<file path="config.mk">
export PLATFORM = sky130hd
export DESIGN_NAME = ctrl_transfer_seq_flat
export DESIGN_NICKNAME = d
export VERILOG_FILES = /design/src/rtl/ctrl_transfer_seq_if.sv /design/src/rtl/ctrl_transfer_seq.sv /design/src/flat_wrapper.sv
export SDC_FILE = /design/constraint.sdc
export NUM_CORES = 1
export LEC_CHECK = 0
export CAP_MARGIN = 20
export CELL_PAD_IN_SITES_DETAIL_PLACEMENT = 0
export CELL_PAD_IN_SITES_GLOBAL_PLACEMENT = 1
export CORE_MARGIN = 1
export CORE_UTILIZATION = 28
export DETAILED_ROUTE_END_ITERATION = 10
export PLACE_DENSITY_LB_ADDON = 0.12
export SLEW_MARGIN = 20
export SYNTH_ARGS = -nofsm -noshare
export SYNTH_HDL_FRONTEND = slang
export SYNTH_SLANG_ARGS = --single-unit
</file>
<file path="constraint.sdc">
create_clock -name clk -period 1.9 [get_ports clk]
set_input_delay 0.38 -clock clk [delete_from_list [all_inputs] [get_ports clk]]
set_output_delay 0.38 -clock clk [all_outputs]
set_load 0.02 [all_outputs]
</file>
<file path="src/rtl/ctrl_transfer_seq_if.sv">
// ctrl_transfer_seq_if: decode request, stack memory port and PC/CCR load bundle for the sequencer
interface ctrl_transfer_seq_if #(
  parameter int PC_W   = 32,
  parameter int WORD_W = 16,
  parameter int FLAG_W = 3,
  parameter int SP_W   = 11
);
  logic              op_valid;
  logic [2:0]        op_code;
  logic [PC_W-1:0]   target_pc;
  logic [PC_W-1:0]   int_vector;
  logic [PC_W-1:0]   return_pc;
  logic [FLAG_W-1:0] flags_in;
  logic [WORD_W-1:0] mem_rdata;
  logic              busy;
  logic              mem_we;
  logic              mem_re;
  logic [SP_W-1:0]   mem_addr;
  logic [WORD_W-1:0] mem_wdata;
  logic              pc_load;
  logic [PC_W-1:0]   pc_out;
  logic              flags_load;
  logic [FLAG_W-1:0] flags_out;
  logic [SP_W-1:0]   sp_out;
  logic              stack_err;
  modport master (
    output op_valid, op_code, target_pc, int_vector, return_pc, flags_in, mem_rdata,
    input  busy, mem_we, mem_re, mem_addr, mem_wdata, pc_load, pc_out,
           flags_load, flags_out, sp_out, stack_err
  );
  modport slave (
    input  op_valid, op_code, target_pc, int_vector, return_pc, flags_in, mem_rdata,
    output busy, mem_we, mem_re, mem_addr, mem_wdata, pc_load, pc_out,
           flags_load, flags_out, sp_out, stack_err
  );
endinterface

</file>
<file path="src/rtl/ctrl_transfer_seq.sv">
// ctrl_transfer_seq: CALL/RET/INT/RTI stack sequencer owning SP; CTS_STACK_CHECK_EN enables stack bound aborts
module ctrl_transfer_seq #(
  parameter int PC_W     = 32,
  parameter int WORD_W   = 16,
  parameter int FLAG_W   = 3,
  parameter int SP_W     = 11,
  parameter int SP_RESET = 2**SP_W - 1
) (
  input logic clk,
  input logic reset,
  ctrl_transfer_seq_if.slave bus
);
  localparam int NW = PC_W / WORD_W;
  localparam int CW = $clog2(NW + 2);
  localparam logic [2:0] OP_CALL = 3'd1;
  localparam logic [2:0] OP_RET  = 3'd2;
  localparam logic [2:0] OP_INT  = 3'd3;
  localparam logic [2:0] OP_RTI  = 3'd4;
  localparam logic [SP_W-1:0] SP_TOP = SP_W'(SP_RESET);
  typedef enum logic [2:0] {S_IDLE, S_PUSH, S_POP, S_DRAIN, S_LOAD} state_t;
  state_t            r_state, w_next;
  logic [2:0]        r_op;
  logic [CW-1:0]     r_cnt;
  logic [SP_W-1:0]   r_sp;
  logic [PC_W-1:0]   r_sh;
  logic [PC_W-1:0]   r_pc;
  logic [FLAG_W-1:0] r_flags;
  logic [FLAG_W-1:0] r_flags_out;
  logic              r_cap_vld;
  logic              r_cap_flag;
  logic              w_accept;
  logic              w_ext;
  logic              w_last;
  logic              w_err;
  logic              w_we;
  logic              w_re;
  logic [SP_W-1:0]   w_sp_inc;
  assign w_sp_inc = r_sp + SP_W'(1);
  assign w_accept = r_state == S_IDLE && bus.op_valid && bus.op_code >= OP_CALL && bus.op_code <= OP_RTI;
  assign w_ext    = r_op == OP_INT || r_op == OP_RTI;
  assign w_last   = r_cnt == (w_ext ? CW'(NW) : CW'(NW - 1));
`ifdef CTS_STACK_CHECK_EN
  assign w_err = (r_state == S_PUSH && r_sp == '0) || (r_state == S_POP && r_sp == SP_TOP);
`else
  assign w_err = 1'b0;
`endif
  // strobes drop as soon as reset is seen so an aborted sequence writes nothing more
  assign w_we = r_state == S_PUSH && !w_err && !reset;
  assign w_re = r_state == S_POP && !w_err && !reset;
  // state register
  always_ff @(posedge clk) begin
    if (reset) r_state <= S_IDLE;
    else r_state <= w_next;
  end
  // next state and port outputs; a bound violation returns straight to IDLE
  always_comb begin
    w_next         = r_state;
    bus.busy       = r_state != S_IDLE;
    bus.mem_we     = w_we;
    bus.mem_re     = w_re;
    bus.mem_addr   = r_state == S_POP ? w_sp_inc : r_sp;
    bus.mem_wdata  = w_we ? (r_cnt == CW'(NW) ? WORD_W'(r_flags) : r_sh[PC_W-1 -: WORD_W]) : '0;
    bus.pc_load    = r_state == S_LOAD && !reset;
    bus.flags_load = r_state == S_LOAD && !reset && r_op == OP_RTI;
    bus.pc_out     = r_pc;
    bus.flags_out  = r_flags_out;
    bus.sp_out     = r_sp;
    bus.stack_err  = w_err;
    if (r_state == S_IDLE && w_accept)
      w_next = (bus.op_code == OP_CALL || bus.op_code == OP_INT) ? S_PUSH : S_POP;
    else if (r_state == S_PUSH || r_state == S_POP)
      w_next = w_err ? S_IDLE : !w_last ? r_state : r_state == S_PUSH ? S_LOAD : S_DRAIN;
    else if (r_state == S_DRAIN)
      w_next = S_LOAD;
    else if (r_state == S_LOAD)
      w_next = S_IDLE;
  end
  // operand latch, SP update and pop-data assembly (words arrive low first, shifted in from the top)
  always_ff @(posedge clk) begin
    if (reset) begin
      r_sp        <= SP_TOP;
      r_op        <= '0;
      r_cnt       <= '0;
      r_sh        <= '0;
      r_pc        <= '0;
      r_flags     <= '0;
      r_flags_out <= '0;
      r_cap_vld   <= 1'b0;
      r_cap_flag  <= 1'b0;
    end else begin
      r_cap_vld  <= w_re;
      r_cap_flag <= r_op == OP_RTI && r_cnt == '0;
      if (w_accept) begin
        r_op    <= bus.op_code;
        r_cnt   <= '0;
        r_sh    <= bus.return_pc;
        r_flags <= bus.flags_in;
        r_pc    <= bus.op_code == OP_CALL ? bus.target_pc : bus.op_code == OP_INT ? bus.int_vector : r_pc;
      end
      if (w_we) begin
        r_sp  <= r_sp - SP_W'(1);
        r_cnt <= r_cnt + CW'(1);
        r_sh  <= r_sh << WORD_W;
      end
      if (w_re) begin
        r_sp  <= w_sp_inc;
        r_cnt <= r_cnt + CW'(1);
      end
      if (r_cap_vld && r_cap_flag) r_flags_out <= bus.mem_rdata[FLAG_W-1:0];
      if (r_cap_vld && !r_cap_flag) r_pc <= PC_W'({bus.mem_rdata, r_pc} >> WORD_W);
    end
  end
endmodule

</file>
<file path="src/flat_wrapper.sv">
// flat-port wrapper written by rule: the top's interface ports become plain ports
module ctrl_transfer_seq_flat 
#(
  parameter int PC_W     = 32,
  parameter int WORD_W   = 16,
  parameter int FLAG_W   = 3,
  parameter int SP_W     = 11,
  parameter int SP_RESET = 2**SP_W - 1
)
  (clk, reset, bus_op_valid, bus_op_code, bus_target_pc, bus_int_vector, bus_return_pc, bus_flags_in, bus_mem_rdata, bus_busy, bus_mem_we, bus_mem_re, bus_mem_addr, bus_mem_wdata, bus_pc_load, bus_pc_out, bus_flags_load, bus_flags_out, bus_sp_out, bus_stack_err);
  ctrl_transfer_seq_if #(.PC_W(PC_W), .WORD_W(WORD_W), .FLAG_W(FLAG_W), .SP_W(SP_W)) bus_i ();
  input logic clk;
  input logic reset;
  input wire logic [$bits(bus_i.op_valid)-1:0] bus_op_valid;
  input wire logic [$bits(bus_i.op_code)-1:0] bus_op_code;
  input wire logic [$bits(bus_i.target_pc)-1:0] bus_target_pc;
  input wire logic [$bits(bus_i.int_vector)-1:0] bus_int_vector;
  input wire logic [$bits(bus_i.return_pc)-1:0] bus_return_pc;
  input wire logic [$bits(bus_i.flags_in)-1:0] bus_flags_in;
  input wire logic [$bits(bus_i.mem_rdata)-1:0] bus_mem_rdata;
  output wire logic [$bits(bus_i.busy)-1:0] bus_busy;
  output wire logic [$bits(bus_i.mem_we)-1:0] bus_mem_we;
  output wire logic [$bits(bus_i.mem_re)-1:0] bus_mem_re;
  output wire logic [$bits(bus_i.mem_addr)-1:0] bus_mem_addr;
  output wire logic [$bits(bus_i.mem_wdata)-1:0] bus_mem_wdata;
  output wire logic [$bits(bus_i.pc_load)-1:0] bus_pc_load;
  output wire logic [$bits(bus_i.pc_out)-1:0] bus_pc_out;
  output wire logic [$bits(bus_i.flags_load)-1:0] bus_flags_load;
  output wire logic [$bits(bus_i.flags_out)-1:0] bus_flags_out;
  output wire logic [$bits(bus_i.sp_out)-1:0] bus_sp_out;
  output wire logic [$bits(bus_i.stack_err)-1:0] bus_stack_err;
  assign bus_i.op_valid = bus_op_valid;
  assign bus_i.op_code = bus_op_code;
  assign bus_i.target_pc = bus_target_pc;
  assign bus_i.int_vector = bus_int_vector;
  assign bus_i.return_pc = bus_return_pc;
  assign bus_i.flags_in = bus_flags_in;
  assign bus_i.mem_rdata = bus_mem_rdata;
  assign bus_busy = bus_i.busy;
  assign bus_mem_we = bus_i.mem_we;
  assign bus_mem_re = bus_i.mem_re;
  assign bus_mem_addr = bus_i.mem_addr;
  assign bus_mem_wdata = bus_i.mem_wdata;
  assign bus_pc_load = bus_i.pc_load;
  assign bus_pc_out = bus_i.pc_out;
  assign bus_flags_load = bus_i.flags_load;
  assign bus_flags_out = bus_i.flags_out;
  assign bus_sp_out = bus_i.sp_out;
  assign bus_stack_err = bus_i.stack_err;
  ctrl_transfer_seq #(.PC_W(PC_W), .WORD_W(WORD_W), .FLAG_W(FLAG_W), .SP_W(SP_W), .SP_RESET(SP_RESET)) u_core (.clk(clk), .reset(reset), .bus(bus_i));
endmodule
</file>
==> run metrics, run 1 <==
Die Y around 130 µm; total CTS buffers 9; Power Internal approximately 4.3 mW; die width 134 µm; FF-to-FF End u_core.bus.pc_out[7]; CP Capture Type output pin; DP Cell Count 1017; Peak VDD IR 0.000457 V; Top FF cell, synth dfxtp_1; Worst Hold End u_core.r_sh[14]; Filler Cell Count 1552; Max Freq between 400 and 500 MHz; sequential share of power 35.6%; sw frac between 20% and 30%; CTS Hold Bufs 0; failing checks negative setup slack; Yosys cell types 57; sw power between 1.5 and 2 mW; sequential-to-total area share from yosys stat 37.6%; final wirelength around 17000 µm; top-area cell type share of the netlist area 37.6%; CP max FO 7; GP Congestion about 0.80; die area 17800 µm²; Post-synth EDFFs 0; gr usage total 18.0%; antenna-violating nets left 0; core box area approximately 17000 µm²; setup ws final -0.321 ns; initial detailed-routing violation count 188; Starting Density 28.9%; TritonCTS sink count 91; status complete, but fails checks; most frequent cells in the layout clkdlybuf4s50_1, dfxtp_1, nand2_1; WHS Path Cells 2; top post-synthesis cells by area dfxtp_1, nand2_1, mux2i_1; Slew Viols, Final 0; Syn Area/Cell 8.30 µm²; first-pass GRT wire length between 20000 and 30000 µm; power per cell area 680 nW/µm²; nets 966; Clock Pin Slew Worst Setup and Hold Paths 0.07 ns; # IOs 200; vias in the first global route 4821; worst hold margin 0.456 ns; RSZ-0062 raised after global routing true; type of the worst setup path reg2out; DR vias slightly above 5k; Hold Path Origin u_core.r_sh[14]; hpwl dp 11200 µm; clk root buf clkbuf_16; Reg area between 1500 and 2000 µm²; Final Hold Vio Count 0; R2R depth 9; CP startpoint kind register; Area Overhead vs Synth 81.2%; Yosys warning total 0; Max Cap Viol 0; CTS tree built; final setup fails 99; buffer depth of the longest clock path 2; RR Startpoint u_core.r_state[1]; clock latency on the worst-skew pair 0.35 ns; async set-or-reset flop fraction in the synthesized netlist 0%; fin cells 1065; dominant cell type by area after synthesis dfxtp_1; CP Data Arrival Time 1.84 ns; Final period util 117%; final critical-path required period 2.22 ns; critical path required time 1.52 ns; flip-flop and latch count after synthesis 91; Min-Delay Path Class reg2reg; commonest non-fill, non-tap cell in the layout clkdlybuf4s50_1; first-pass iteration count of the detailed router 4; drt drc 0; H-tree depth 3; clock skew ~0.0085 ns; FP Rows 47; LEAKAGE roughly 3.3 nW; Clock Power Share 32.8%; Post-Syn Nets 709; initial antenna violation count 0; largest net degree at the start of global routing 39; Gate Count Post-Synth 584; part of the power in combinational logic 31.6%; share of layout cells above drive strength 1 between 30% and 40%; Antenna Cells 0; area of the multi-input gates ~3300 µm²; Post-Synthesis Cell Area 4850 µm²; post-DR vias/cell 4.77; final global-route overflow total 0; R2R setup slack -0.24 ns; routed len/inst 16.0 µm; IO Port Bufs 198
[power groups by stage]
stage / sequential [mW] / combinational [mW] / clock (mW)
detailed placement: 2.16 / 1.53 / 0
global placement: 2.15 / 1.51 / 0
global route: 2.14 / 2.02 / 2.05
floorplan: 2.22 / 0.673 / 0
finish: 2.13 / 1.89 / 1.95
CTS: 2.12 / 1.70 / 2.00
[logic make-up after synthesis]
logic type                 count (synthesis)  share of synthesized area, %
and+or+nand+nor                          217                          22.1
DFF                                       91                          37.6
AOI/OAI and AO/OA                        127                          14.7
xor gates and xnor gates                  16                          2.89
muxes                                     72                          15.7
other                                      1                        0.0774
adders and majority gates                  4                          1.03
buffers and inverters                     56                          5.94
[what timing repair did]
item,CTS,global route
resized for setup,223,118
buffers inserted,12,13
gates cloned,7,4
endpoints found under the setup margin,76,108
pin swaps,12,80
[worst max path at each step]
stage	startpoint	endpoint	slack, ns	cells past startpoint
after global routing	u_core.r_state[2]	bus_mem_wdata[10]	-0.36	5
after detailed placement	reset	bus_mem_wdata[12]	-1.11	6
after global placement	reset	bus_mem_wdata[11]	-1.12	6
after CTS	u_core.r_state[2]	bus_mem_wdata[0]	-0.35	4
after floorplan	reset	bus_mem_wdata[0]	-0.07	4
final	u_core.r_state[2]	bus_mem_wdata[10]	-0.32	5
[through the flow]
stage	TNS, ns	utilization, %	total power [mW]	worst slack, ns	area (µm²)
after floorplan	-0.466	-	2.89	-0.0689	4930
after global placement	-48.36	44.7	3.67	-1.12	7490
after detailed placement	-49.67	44.7	3.69	-1.11	7490
after CTS	-13.83	49.1	5.82	-0.353	8230
after global routing	-22.10	52.4	6.21	-0.364	8780
final	-13.55	52.4	5.97	-0.321	8780
[cells in the mapped netlist (3+ instances only)]
| master | instances |
|---|---|
| nand2_1 | 115 |
| dfxtp_1 | 91 |
| mux2i_1 | 40 |
| a21oi_1 | 35 |
| mux2_2 | 32 |
| o21ai_0 | 30 |
| o21ai_1 | 29 |
| clkbuf_1 | 27 |
| nor2_1 | 23 |
| a31oi_1 | 18 |
| and2_1 | 14 |
| nand3_1 | 14 |
| xnor2_1 | 13 |
| buf_2 | 11 |
| inv_1 | 9 |
| and3_1 | 5 |
| nand4_1 | 5 |
| nor2b_1 | 5 |
| nor3_1 | 5 |
| ha_1 | 4 |
| nor3b_1 | 4 |
| buf_1 | 3 |
| buf_12 | 3 |
| nand4b_1 | 3 |
| or3_1 | 3 |
| xor2_1 | 3 |
[sequential cells by signal, indices dropped and copies added (netlist names)]
register	count
u_core.bus.pc_out	32
u_core.r_sh	32
u_core.bus.sp_out	11
u_core.bus.flags_out	3
u_core.r_flags	3
u_core.r_op	3
u_core.r_state	3
u_core.r_cnt	2
u_core.r_cap_flag	1
u_core.r_cap_vld	1
[worst max-delay path: stages, from the launching register on]
cell,delay (ns)
dfxtp_2,0.32
or4b_4,0.59
nor2_4,0.16
buf_6,0.16
and2_2,0.16
buf_6,0.11
[final cells by class]
cell class / count / share of cell area [%]
timing repair buffer: 293 / 34.8
multi-input combinational: 437 / 37.1
clock inverter: 4 / 0.869
clock buffer: 11 / 2.77
sequential: 91 / 20.9
tap: 220 / 3.14
inverter: 9 / 0.442
[routing by layer]
layer	track usage, %	share of wire [%]	up-vias
met5	0	0	-
met3	3.54	5.4	13
met2	30.4	49	147
met1	22.7	44	2385
li1	-	-	2536
met4	6.38	1.5	0
No activity file was read; power rests on OpenSTA's default activity.
==> run 2, diff against run 1 <==
--- a/config.mk
+++ b/config.mk
@@ -13,2 +13,3 @@
 export DETAILED_ROUTE_END_ITERATION = 10
+export HOLD_SLACK_MARGIN = 0.05
 export PLACE_DENSITY_LB_ADDON = 0.12
--- a/constraint.sdc
+++ b/constraint.sdc
@@ -3,2 +3,2 @@
 set_output_delay 0.38 -clock clk [all_outputs]
-set_load 0.02 [all_outputs]
+set_load 0.05 [all_outputs]
==> run 2 against run 1 <==
The run still ends with negative setup slack left. Clock skew is 0.0054 ns lower. Cell area is 1.9% higher. Critical path depth up 2. Clock power fell by 7%. Register-to-register slack about the same. Power is 2.5% higher. Count of clock-buffer cells in the layout down 2. Non-clock buffer count is 8 lower. Global-route usage up 0.67 points. Critical path type unchanged. Final cell count shrank 0.75%. Wire length decreased by 0.92%.
==> run metrics, run 2 (synthesis gave the netlist of run 1 again) <==
Clock Pin Slew Worst Setup and Hold Paths 0.07 ns (about the same); Starting Density 28.9% (unchanged); area of the multi-input gates 3260 µm² (about the same); R2R depth 9 (unchanged); CP max stage delay 0.32 ns (-0.27 ns); routed len/inst 16.0 µm (-0.17%); worst hold margin 0.451 ns (-0.00445 ns); first-pass iteration count of the detailed router 4 (unchanged); buffer depth of the longest clock path 2 (unchanged); worst path buffer plus inverter count 4 (+2); initial antenna violation count 0 (unchanged); Final period util 117% (about the same); sw frac 32.2% (+3.5 points); Filler Cell Count 1513 (-2.5%); final wirelength 16900 µm (-0.92%); CP top delay family buffers and inverters; CP cell instances buf_6 > nor3b_2 > buf_4 > buf_6 > nand4_1 > xnor2_4 > buf_12; H-tree depth 3 (unchanged); Max Freq 450 MHz (about the same); most frequent cells in the layout clkdlybuf4s50_1, nand2_1, dfxtp_1; drt drc 0 (unchanged); setup ws final -0.320 ns (+0.000434 ns); critical path required time 1.52 ns (about the same); CP max FO 5 (-2); Slowest-stage cell, CP dfxtp_2; GP Congestion 0.829 (+3.1%); Die Y 134 µm (unchanged); Peak VDD IR 0.000459 V (+0.57%); Hold Path Origin u_core.r_sh[12]; FF-to-FF End u_core.bus.pc_out[15]; Area Overhead vs Synth 84.6%; final global-route overflow total 0 (unchanged); antenna-violating nets left 0 (unchanged); CP Capture Type output pin; Power Internal 4.15 mW (-2.6%); gr usage total 18.7% (+0.67 points); Clock Power Share 29.8% (-3.0 points); overall power 6.11 mW (+2.5%); type of the worst setup path reg2out; RR Startpoint u_core.r_state[2]; final critical-path required period 2.22 ns (-0.000434 ns); nets 958 (-0.83%); part of the power in combinational logic 35.2% (+3.6 points); Worst Hold End u_core.r_sh[12]; FP Rows 47 (unchanged); WHS Path Cells 2 (unchanged); core box area 16800 µm² (unchanged); Final Hold Vio Count 0 (unchanged); TritonCTS sink count 91 (unchanged); sw power 1.97 mW (+15%); IO Port Bufs 198 (unchanged); RSZ-0062 raised after global routing true; Antenna Cells 0 (unchanged); clk root buf clkbuf_16; Final Util 53.4% (+1.0 points); status complete, but fails checks; CTS tree built; CP startpoint kind register; share of layout cells above drive strength 1 34.5% (+1.2 points); die area 17800 µm² (unchanged); R2R setup slack -0.24 ns (about the same); CTS Hold Bufs 0 (unchanged); Slew HR 65.8%; sequential share of power 35.0% (-0.6 points); final setup fails 105 (+6.1%); worst slack at placement -0.683 ns (+0.429 ns); vias in the first global route 5218 (+8.2%); worst-margin pin slew between 0.5 and 0.6 ns; Max Cap Viol 0 (unchanged); largest net degree at the start of global routing 36 (-7.7%); initial detailed-routing violation count 175 (-6.9%); CP Data Arrival Time 1.84 ns (about the same); total CTS buffers 9 (unchanged); Slew Viols, Final 0 (unchanged); post-DR vias/cell 4.87 (+2.0%); power per cell area 683 nW/µm² (+0.54%); clock skew 0.00310 ns (-0.00539 ns); clock latency on the worst-skew pair 0.35 ns (about the same); failing checks negative setup slack; Reg area 1850 µm² (+1.2%); hpwl dp 11700 µm (+4.4%); Most Frequent Cell on Critical Path buf_6; DR vias 5146 (+1.3%); LEAKAGE 3.41 nW (+3.7%); Min-Delay Path Class reg2reg; first-pass GRT wire length 26100 µm (+3.8%); commonest non-fill, non-tap cell in the layout clkdlybuf4s50_1; die width 134 µm (unchanged); # IOs 200 (unchanged)
## run 2: cell count changes in the layout (fill, tap and decap cells not counted), sizes merged
cell,delta
buf,+25
bufinv,-1
clkinv,+1
bufbuf,+1
clkdlybuf4s50,-43
dlygate4sd2,+8
dlymetal6s2s,+2
clkinvlp,-1
inv,+3
clkbuf,-3
## run 2: worst max-delay path by stage
stage | slack (ns) | startpoint | to | cells after the start
5_1_grt | -0.41 | u_core.r_state[0] | bus_mem_addr[3] | 7
6_report | -0.32 | u_core.r_state[2] | bus_mem_addr[3] | 7
2_1_floorplan | -0.18 | u_core.r_state[2] | bus_flags_load | 4
3_5_place_dp | -0.68 | reset | bus_mem_wdata[3] | 6
3_3_place_gp | -0.66 | reset | bus_mem_wdata[4] | 6
4_1_cts | -0.32 | u_core.r_state[2] | bus_mem_addr[3] | 7
## run 2: layout make-up
class / count / area share, %
clock inverter: 6 / 0.797
inverter: 9 / 0.545
clock buffer: 9 / 2.52
tap: 220 / 3.08
timing repair buffer: 285 / 36.0
multi-input combinational: 437 / 36.4
sequential: 91 / 20.7
## run 2: worst min-delay path: cells and delay by family, from the launching register on
family / cells / cell delay, ns
flip-flops: 1 / 0.31
AO/OA/AOI/OAI: 1 / 0.05
AND/OR/NAND/NOR: 1 / 0.05
## run 2: what timing repair did
item                                    CTS  global route
setup buffers                            22            11
endpoints found under the setup margin   76            75
gates resized for setup                  58            59
cloned                                    5             3
pin swaps                                16            35
## run 2: per-stage QoR
| stage | instance area, µm² | std cells | setup TNS (ns) |
|---|---|---|---|
| 3_3_place_gp | 7870 | 1005 | -34.86 |
| 5_1_grt | 8950 | 1057 | -25.83 |
| 6_report | 8950 | 1057 | -18.56 |
| 2_1_floorplan | 5190 | 584 | -2.18 |
| 3_5_place_dp | 7870 | 1005 | -38.03 |
| 4_1_cts | 8630 | 1047 | -14.30 |
## run 2: metal layers
layer | share of wire [%] | wire length (µm) | vias up | track usage [%]
met5 | 0 | 0 | - | 0
met4 | 1.3 | 218 | 0 | 6.00
met3 | 6.0 | 1010 | 17 | 4.72
met2 | 52 | 8850 | 158 | 34.3
met1 | 40 | 6810 | 2441 | 20.8
li1 | - | - | 2530 | -
## run 2: power by group through the flow
stage                     combinational (mW)  sequential (mW)  clock (mW)
after global routing                    2.28             2.16        1.95
final                                   2.15             2.14        1.82
after global placement                  1.87             2.17           0
after floorplan                        0.869             2.35           0
after detailed placement                1.89             2.17           0
after CTS                               2.05             2.14        1.87
==> run 3, diff against run 2 <==
- CAP_MARGIN: 20 -> 25
==> results of run 3 <==
The final DEF is identical to that of run 2; final timing and power are the same.
